`src/rtl/serial_alu_pkg.sv`:
```
// Shared types for the bit-serial ALU sequencer: op encoding, FSM states, defaults.
package serial_alu_pkg;

  typedef enum logic [1:0] {
    OP_NOR = 2'b00,
    OP_XOR = 2'b01,
    OP_ADD = 2'b10,
    OP_SUB = 2'b11
  } op_e;

  typedef enum logic [1:0] {
    IDLE = 2'b00,
    RUN  = 2'b01,
    DONE = 2'b10
  } state_e;

  localparam int DEFAULT_WIDTH = 8;

  // ADD and SUB share op[1]=1; only those ops report carry/borrow and overflow.
  function automatic logic is_arith(input op_e op);
    return op[1];
  endfunction

endpackage

```
`src/rtl/serial_alu_slice.sv`:
```
// Combinational 1-bit ALU slice: NOR, XOR, full add, full subtract (cout = borrow).
module serial_alu_slice
  import serial_alu_pkg::*;
(
  input  logic       a,
  input  logic       b,
  input  logic       cin,
  input  logic [1:0] op,
  output logic       s,
  output logic       cout
);

  always_comb begin
    s    = 1'b0;
    cout = 1'b0;
    case (op_e'(op))
      OP_NOR: s = ~(a | b);
      OP_XOR: s = a ^ b;
      OP_ADD: begin
        s    = a ^ b ^ cin;
        cout = (a & b) | (a & cin) | (b & cin);
      end
      OP_SUB: begin
        s    = a ^ b ^ cin;
        cout = (~a & b) | (~a & cin) | (b & cin);
      end
      default: ;
    endcase
  end

endmodule

```
`src/rtl/serial_alu_top.sv`:
```
// Integration wrapper: sequencer plus its 1-bit slice as a complete multi-cycle ALU.
// Exposes ovf when SERIAL_ALU_OVF_EN is defined.
module serial_alu_top
  import serial_alu_pkg::*;
#(
  parameter int WIDTH = DEFAULT_WIDTH
) (
  input  logic             clk,
  input  logic             rst_n,
  input  logic             start,
  input  logic [WIDTH-1:0] a_in,
  input  logic [WIDTH-1:0] b_in,
  input  logic [1:0]       op,
  output logic             busy,
  output logic             done,
  output logic [WIDTH-1:0] result,
  output logic             cout_out
`ifdef SERIAL_ALU_OVF_EN
  ,
  output logic             ovf
`endif
);

  logic       alu_a, alu_b, alu_cin, alu_s, alu_cout;
  logic [1:0] alu_op;

  serial_alu_ctrl #(.WIDTH(WIDTH)) u_ctrl (
    .clk      (clk),
    .rst_n    (rst_n),
    .start    (start),
    .a_in     (a_in),
    .b_in     (b_in),
    .op       (op),
    .busy     (busy),
    .done     (done),
    .result   (result),
    .cout_out (cout_out),
    .alu_a    (alu_a),
    .alu_b    (alu_b),
    .alu_cin  (alu_cin),
    .alu_op   (alu_op),
    .alu_s    (alu_s),
    .alu_cout (alu_cout)
`ifdef SERIAL_ALU_OVF_EN
    ,
    .ovf      (ovf)
`endif
  );

  serial_alu_slice u_slice (
    .a    (alu_a),
    .b    (alu_b),
    .cin  (alu_cin),
    .op   (alu_op),
    .s    (alu_s),
    .cout (alu_cout)
  );

endmodule

```
`src/rtl/serial_alu_ctrl.sv`:
```
// Bit-serial sequencer driving a 1-bit ALU slice, LSB first, WIDTH cycles per op.
// Optional signed-overflow output enabled by defining SERIAL_ALU_OVF_EN.
module serial_alu_ctrl
  import serial_alu_pkg::*;
#(
  parameter int WIDTH = DEFAULT_WIDTH
) (
  input  logic             clk,
  input  logic             rst_n,
  input  logic             start,
  input  logic [WIDTH-1:0] a_in,
  input  logic [WIDTH-1:0] b_in,
  input  logic [1:0]       op,
  output logic             busy,
  output logic             done,
  output logic [WIDTH-1:0] result,
  output logic             cout_out,
  output logic             alu_a,
  output logic             alu_b,
  output logic             alu_cin,
  output logic [1:0]       alu_op,
  input  logic             alu_s,
  input  logic             alu_cout
`ifdef SERIAL_ALU_OVF_EN
  ,
  output logic             ovf
`endif
);

  localparam int CW = (WIDTH > 1) ? $clog2(WIDTH) : 1;

  state_e           state_q, state_d;
  op_e              op_q, op_d;
  logic [WIDTH-1:0] a_q, a_d, b_q, b_d, res_q, res_d;
  logic [CW-1:0]    cnt_q, cnt_d;
  logic             carry_q, carry_d;
  logic             cout_q, cout_d;
  logic             busy_q, busy_d;
  logic             done_q, done_d;
  logic             last_bit;
`ifdef SERIAL_ALU_OVF_EN
  logic             ovf_q, ovf_d;
`endif

  assign last_bit = (cnt_q == CW'(WIDTH - 1));

  always_comb begin
    // NOTE: every _d starts at its held value so no path through the case leaves a latch.
    state_d = state_q;
    op_d    = op_q;
    a_d     = a_q;
    b_d     = b_q;
    res_d   = res_q;
    cnt_d   = cnt_q;
    carry_d = carry_q;
    cout_d  = cout_q;
    busy_d  = busy_q;
    done_d  = 1'b0;
`ifdef SERIAL_ALU_OVF_EN
    ovf_d   = ovf_q;
`endif
    case (state_q)
      IDLE, DONE: begin
        busy_d  = 1'b0;
        state_d = IDLE;
        if (start) begin
          a_d     = a_in;
          b_d     = b_in;
          op_d    = op_e'(op);
          carry_d = 1'b0;
          cnt_d   = '0;
          busy_d  = 1'b1;
          state_d = RUN;
        end
      end
      RUN: begin
        a_d     = a_q >> 1;
        b_d     = b_q >> 1;
        res_d   = {alu_s, res_q[WIDTH-1:1]};
        carry_d = alu_cout;
        cnt_d   = cnt_q + CW'(1);
        if (last_bit) begin
          cnt_d   = '0;
          cout_d  = is_arith(op_q) & alu_cout;
`ifdef SERIAL_ALU_OVF_EN
          // Signed overflow: carry into the MSB differs from carry out of it.
          ovf_d   = is_arith(op_q) & (carry_q ^ alu_cout);
`endif
          busy_d  = 1'b0;
          done_d  = 1'b1;
          state_d = DONE;
        end
      end
      default: state_d = IDLE;
    endcase
  end

  always_ff @(posedge clk) begin
    if (!rst_n) begin
      state_q <= IDLE;
      op_q    <= OP_NOR;
      a_q     <= '0;
      b_q     <= '0;
      res_q   <= '0;
      cnt_q   <= '0;
      carry_q <= 1'b0;
      cout_q  <= 1'b0;
      busy_q  <= 1'b0;
      done_q  <= 1'b0;
`ifdef SERIAL_ALU_OVF_EN
      ovf_q   <= 1'b0;
`endif
    end else begin
      // NOTE: non-blocking so every flop samples pre-edge values regardless of statement order.
      state_q <= state_d;
      op_q    <= op_d;
      a_q     <= a_d;
      b_q     <= b_d;
      res_q   <= res_d;
      cnt_q   <= cnt_d;
      carry_q <= carry_d;
      cout_q  <= cout_d;
      busy_q  <= busy_d;
      done_q  <= done_d;
`ifdef SERIAL_ALU_OVF_EN
      ovf_q   <= ovf_d;
`endif
    end
  end

  assign busy     = busy_q;
  assign done     = done_q;
  assign result   = res_q;
  assign cout_out = cout_q;
  assign alu_a    = (state_q == RUN) & a_q[0];
  assign alu_b    = (state_q == RUN) & b_q[0];
  assign alu_cin  = (state_q == RUN) & carry_q;
  assign alu_op   = op_q;
`ifdef SERIAL_ALU_OVF_EN
  assign ovf      = ovf_q;
`endif

endmodule

```
`config.mk`:
```
export PLATFORM = sky130hd
export DESIGN_NAME = serial_alu_top
export DESIGN_NICKNAME = d
export VERILOG_FILES = /design/src/rtl/serial_alu_pkg.sv /design/src/rtl/serial_alu_slice.sv /design/src/rtl/serial_alu_top.sv /design/src/rtl/serial_alu_ctrl.sv
export SDC_FILE = /design/constraint.sdc
export NUM_CORES = 1
export LEC_CHECK = 0
export CAP_MARGIN = 40
export CORE_ASPECT_RATIO = 2
export CORE_UTILIZATION = 47
export DETAILED_ROUTE_END_ITERATION = 8
export GPL_ROUTABILITY_DRIVEN = 0
export PLACE_DENSITY = 0.77
export SETUP_SLACK_MARGIN = 0.2
export SYNTH_ARGS = -nofsm -noshare
export SYNTH_HDL_FRONTEND = slang
export SYNTH_SLANG_ARGS = --single-unit
```
`constraint.sdc`:
```
create_clock -name clk -period 2.3 [get_ports clk]
set_input_delay 0.345 -clock clk [delete_from_list [all_inputs] [get_ports clk]]
set_output_delay 0.345 -clock clk [all_outputs]
set_load 0.03 [all_outputs]
```
; ---- Word level (Yosys, flattened, before mapping)
; Index checks and enable logic that the tools add are counted.
[totals]
in_bits = 21
reg_bits = 35
out_inout_bits = 11
wordCells = 65
[classes]
reduce_logical = 10
n_mux = 18
n_eq_ne = 8
bitwise = 18
addsub = 1
[op_table]
columns = op, count
row1 = $pmux W8 S2, 2
row2 = $mux W8, 2
row3 = $reduce_and A2 Y1, 5
row4 = $and A1 B1 Y1, 9
row5 = $eq A2 B2 Y1 const B, 3
row6 = $mux W3, 2
row7 = $pmux W1 S2, 3
row8 = $pmux W3 S2, 1
row9 = $mux W1, 5
row10 = $or A1 B1 Y1, 5
row11 = $eq A2 B1 Y1 const B, 2
row12 = $logic_not A2 Y1, 2
row13 = $pmux W2 S2, 1
row14 = $reduce_or A2 Y1, 2
row15 = $add A3 B1 Y3 const B, 1
row16 = $eq A3 B3 Y1 const B, 1
row17 = $pmux W1 S3, 1
row18 = $mux W2, 1
row19 = $ne A2 B1 Y1 const B, 1
row20 = $ne A2 B2 Y1 const B, 1
row21 = $not A1 Y1, 2
row22 = $reduce_bool A2 Y1, 1
row23 = $xor A1 B1 Y1, 2

; ---- Longest topological paths before layout
[logic_depth]
word_depth = 8
mapped_depth = 7
ltp_nobuf = 6

; ---- Hierarchy
; From an unflattened synthesis, not the netlist that was laid out.
[hier_totals]
hier_cells = 188
area_unflattened_um2 = 1576.5
[by_module_without_submodules]
columns = module, seq_area_each_um2, instances, cells_each, area_each_um2
row1 = serial_alu_ctrl, 700.7, 1, 172, 1470.2
row2 = serial_alu_slice, 0.0, 1, 16, 106.4

; ---- Worst setup path before layout
; No wires, ideal clock.
[synth_path]
path_type = register -> register
startpoint = register u_ctrl.state_q[0]
endpoint = register u_ctrl.res_q[7] (netlist: u_ctrl.result[7])
synth_period_minus_slack_ns = 1.686
t_required_ns = 2.178
slack_ns = 0.614
stages_incl_launch_ff = 8
n_path_buf = 1
t_arrival_ns = 1.564
cell_sequence = dfxtp_1 > and2b_1 > buf_2 > nand2_1 > ha_1 > mux2_2 > mux2i_1 > o31ai_1
[synth_via]
elab_chain_cells = 5
[synth_lines]
columns = element, line_no
row1 = start: declaration, serial_alu_ctrl.sv:32  ; state_e state_q, state_d;
row2 = start signal: assignment, serial_alu_ctrl.sv:115  ; state_q <= state_d;
row3 = $eq A2 B1 Y1 *, -
row4 = "$and A1 B1 Y1, on equally long branches", "serial_alu_ctrl.sv:135, serial_alu_ctrl.sv:136"
row5 = $xor A1 B1 Y1 or $or A1 B1 Y1 (tied branches), -
row6 = $xor A1 B1 Y1 or $not A1 Y1 (tied branches), "serial_alu_slice.sv:20, serial_alu_slice.sv:24, serial_alu_slice.sv:17"
row7 = $pmux W1 S3, serial_alu_slice.sv:16  ; case (op_e'(op))
row8 = end signal: assignment, serial_alu_ctrl.sv:119  ; res_q <= res_d;
row9 = end: declaration, serial_alu_ctrl.sv:34  ; logic [WIDTH-1:0] a_q, a_d, b_q, b_d, res_q, res_d;
; Every way passes the cells marked *; elsewhere a longest branch is shown, timed or not.
; A chain may end at the register's enable or synchronous reset.

; ---- Worst setup path after layout
[layout_path]
startpoint = register u_ctrl.res_q[3] (netlist: u_ctrl.result[3])
endpoint = output result[3]
[layout_rtl]
columns = element, line_no
row1 = end: declaration, serial_alu_top.sv:16  ; output logic [WIDTH-1:0] result,
; No word-level cell between the ends.

==> run_results.csv <==
group,metric,value,unit
run_status,outcome,"finished, final reports clean",
yosys,synth_area_leaders,"dfxtp_1 47%, nand2_1 13%, a311oi_1 5.2%",
yosys,syn_area,1503,um2
min_path,holdCritStartpoint,"u_ctrl.result[0]",
clock_network,post_cts_buffers,0,
clock_network,clock_latency,280,ps
critical_path,worstSetupEndpointType,"output port",
yosys,yosys.area.top_type,"dfxtp_1",
timing,period_share,0.7377,
clock_network,cts.sinks,35,
global_route,grt_overflow_total,0,
drt,drt-pass1-iter-count,4,
clock_network,htreeDepth,2,
min_path,hp-class,"reg -> reg",
timing,fin_skew,8.035,ps
critical_path,crit_path_start_kind,"flip-flop",
pwr,ir_drop,0.5308,mV
final_layout,syn_to_final_growth,28.98,%
critical_path,crit_type,"reg -> out",
yosys,synthAdderAreaFrac,0.03164,
timing,hold_violations,0,
timing,slew_viol_final,0,
yosys,synth-xor-area-share,0.01166,
clock_network,cts_hold_buf,0,
job,drv_cap,0,
yosys,syn-num-nets,202,
final_layout,utilization,0.6433,
critical_path,worstReg2RegStart,"u_ctrl.state_q[0]",
drt,routedWlPerCell,13.40,um
timing,tns,0,ps
timing,setup_viol,0,
drt,drc,0,
critical_path,crit_family,"buffers and inverters",
floorplan,die_h,81.97,um
global_route,antenna_found_initial,0,
global_route,grt_max_degree,29,
floorplan,io_pins,32,
critical_path,max_stage_delay,690,ps
yosys,synth_mux_area_frac,0.01415,
timing,fmax,0.5894,GHz
clock_network,clk_pin_slew,70,ps
final_layout,final_cell_mix,"53 x nand2_1, 35 x dfxtp_1, 31 x clkdlybuf4s50_1",
yosys,yosysTopAreaCellShare,0.4663,
final_layout,drive_above_1_share,0.1043,
floorplan,fp-row-count,28,
clock_network,cts_resized,0,
timing,worst_slew_pin_slew,439.0,ps
critical_path,path_max_fanout,3,
global_route,grt_pass1_vias,1215,
critical_path,worstSetupStartpoint,"u_ctrl.result[3]",
yosys,synthDistinctLibCells,30,
timing,period_needed,1697,ps
critical_path,cpMaxStageDelayCell,"clkdlybuf4s50_1",
floorplan,start_util,0.4988,
placed_design,io_buffers,31,
final_layout,nFillCells,276,
clock_network,cts_tree,"done",
final_layout,finalNetCount,234,
drt,drt-total-wl,3229,um
drt,vias_per_cell,5.635,
yosys,synth.yosys.warnings,0,
timing,relSlewSlack,0.7074,
global_route,groute.usage.overall,0.1902,
pwr,power_density,738.3,nW/um2
floorplan,die_x,41.98,um
clock_network,cts-root-buf,"clkbuf_8",
critical_path,cp_data_arrival_time,1350,ps
clock_network,cts_made_buffers,5,
critical_path,critical_path_buf_inv_count,1,
critical_path,crit_required,1960,ps
final_layout,layout.cells.most_common,"nand2_1",
yosys,synth_compound_area_frac,0.1832,
yosys,synth-simple-area-share,0.2331,
final_layout,diodes,0,
yosys,ys_ff_latch,35,
placed_design,hpwlAfterDp,2296,um
clock_network,clock_path_buffers,2,
critical_path,regToRegSetupSlack,710,ps
yosys,syn_area_per_cell,8.442,um2
floorplan,core-area,3013,um2
yosys,netlist_instances,178,
pwr,p_leak,0.0007214,uW
critical_path,critical_path.cell_chain,"clkdlybuf4s50_1",
drt,ant_nets,0,
drt,drtIter0Drc,43,
yosys,ys_seq_area_frac,0.4663,
drt,vias,1358,
timing,rsz0062_at_grt,"false",
yosys,synth_top_family_by_area,"simple AND/OR/NAND/NOR gates",
global_route,grt_pass1_wl,5078,um
floorplan,dieArea,3441,um2
logic make-up (layout without fill, tap and decap cells):
group,Yosys count,in the layout
AND/OR/NAND/NOR,85,85
AO/OA/AOI/OAI,35,35
flip-flops,35,35
buffers and inverters,15,48
adder cells (fa/ha/maj),4,4
XOR/XNOR,2,2
multiplexers,2,2
Yosys cell counts:
cell	count
nand2b_1	1
inv_1	1
a21oi_1	15
buf_4	6
clkbuf_1	3
ha_1	3
nand3_1	7
o211ai_1	1
nand4_1	1
xor2_1	2
o31ai_1	1
buf_2	3
buf_6	1
mux2_2	1
dfxtp_1	35
a31oi_1	2
nor4b_1	1
nor2b_1	1
o2111ai_1	1
maj3_1	1
nand2_1	53
nor3_1	1
clkinv_1	1
nand2b_2	1
mux2i_1	1
a32o_1	1
and2b_1	1
a311oi_2	5
a311oi_1	9
nor2_1	18
worst reg2reg max path: stages, from the launching register on:
cell     delay, ps
dfxtp_1        410
and2b_1        200
nand2_1         80
ha_1           330
mux2_2         270
mux2i_1        120
o31ai_1         80
final cells by class:
cell class	count	area, um2	share of cell area
Clock buffer	6	82.58	0.04261
Sequential cell	35	700.7	0.3615
Multi-Input combinational cell	128	711.9	0.3673
Tap cell	30	37.54	0.01937
Inverter	2	7.507	0.003873
Timing Repair Buffer	38	362.8	0.1872
Clock inverter	2	35.03	0.01808
metrics by stage:
stage / total power [uW] / instance area, um2 / std cells / worst slack (ps) / hold slack [ps]
finish: 1431 / 1938 / 241 / 603.3 / 466.1
global route: 1484 / 1938 / 241 / 574.0 / 491.7
CTS: 1445 / 1938 / 241 / 587.4 / 472.8
detailed placement: 875.6 / 1821 / 233 / 601.1 / 461.4
global placement: 865.7 / 1821 / 233 / 682.0 / 444.5
floorplan: 807.0 / 1503 / 178 / 614.3 / 448.3
routing by layer:
metal	global-route usage	share of wire	vias to the layer above
met2	0.3563	0.54	34
met5	0	0	-
met3	0.03297	0.030	7
met1	0.1965	0.41	643
met4	0.1000	0.025	0
li1	-	-	674
worst paths after layout:
kind	endpoint	depth (start not counted)
setup / recovery	result[3]	1
hold / removal	u_ctrl.result[0]	2
setup reg to reg	u_ctrl.result[7]	6
hold reg to reg	u_ctrl.result[0]	2
flip-flops by register name (all words and copies together), names as in the netlist:
signal,count
u_ctrl.cout_out,1
u_ctrl.done,1
u_ctrl.carry_q,1
u_ctrl.a_q,8
u_ctrl.alu_op,2
u_ctrl.cnt_q,3
u_ctrl.result,8
u_ctrl.b_q,8
u_ctrl.state_q,2
u_ctrl.busy,1
where the power goes:
group,internal [uW],total (uW),switching (uW)
logic,91.1,195,104
registers,642,667,25.1
clock network,351,568,218
total,1080,1430,347
Power figures use the tool's default switching activity.
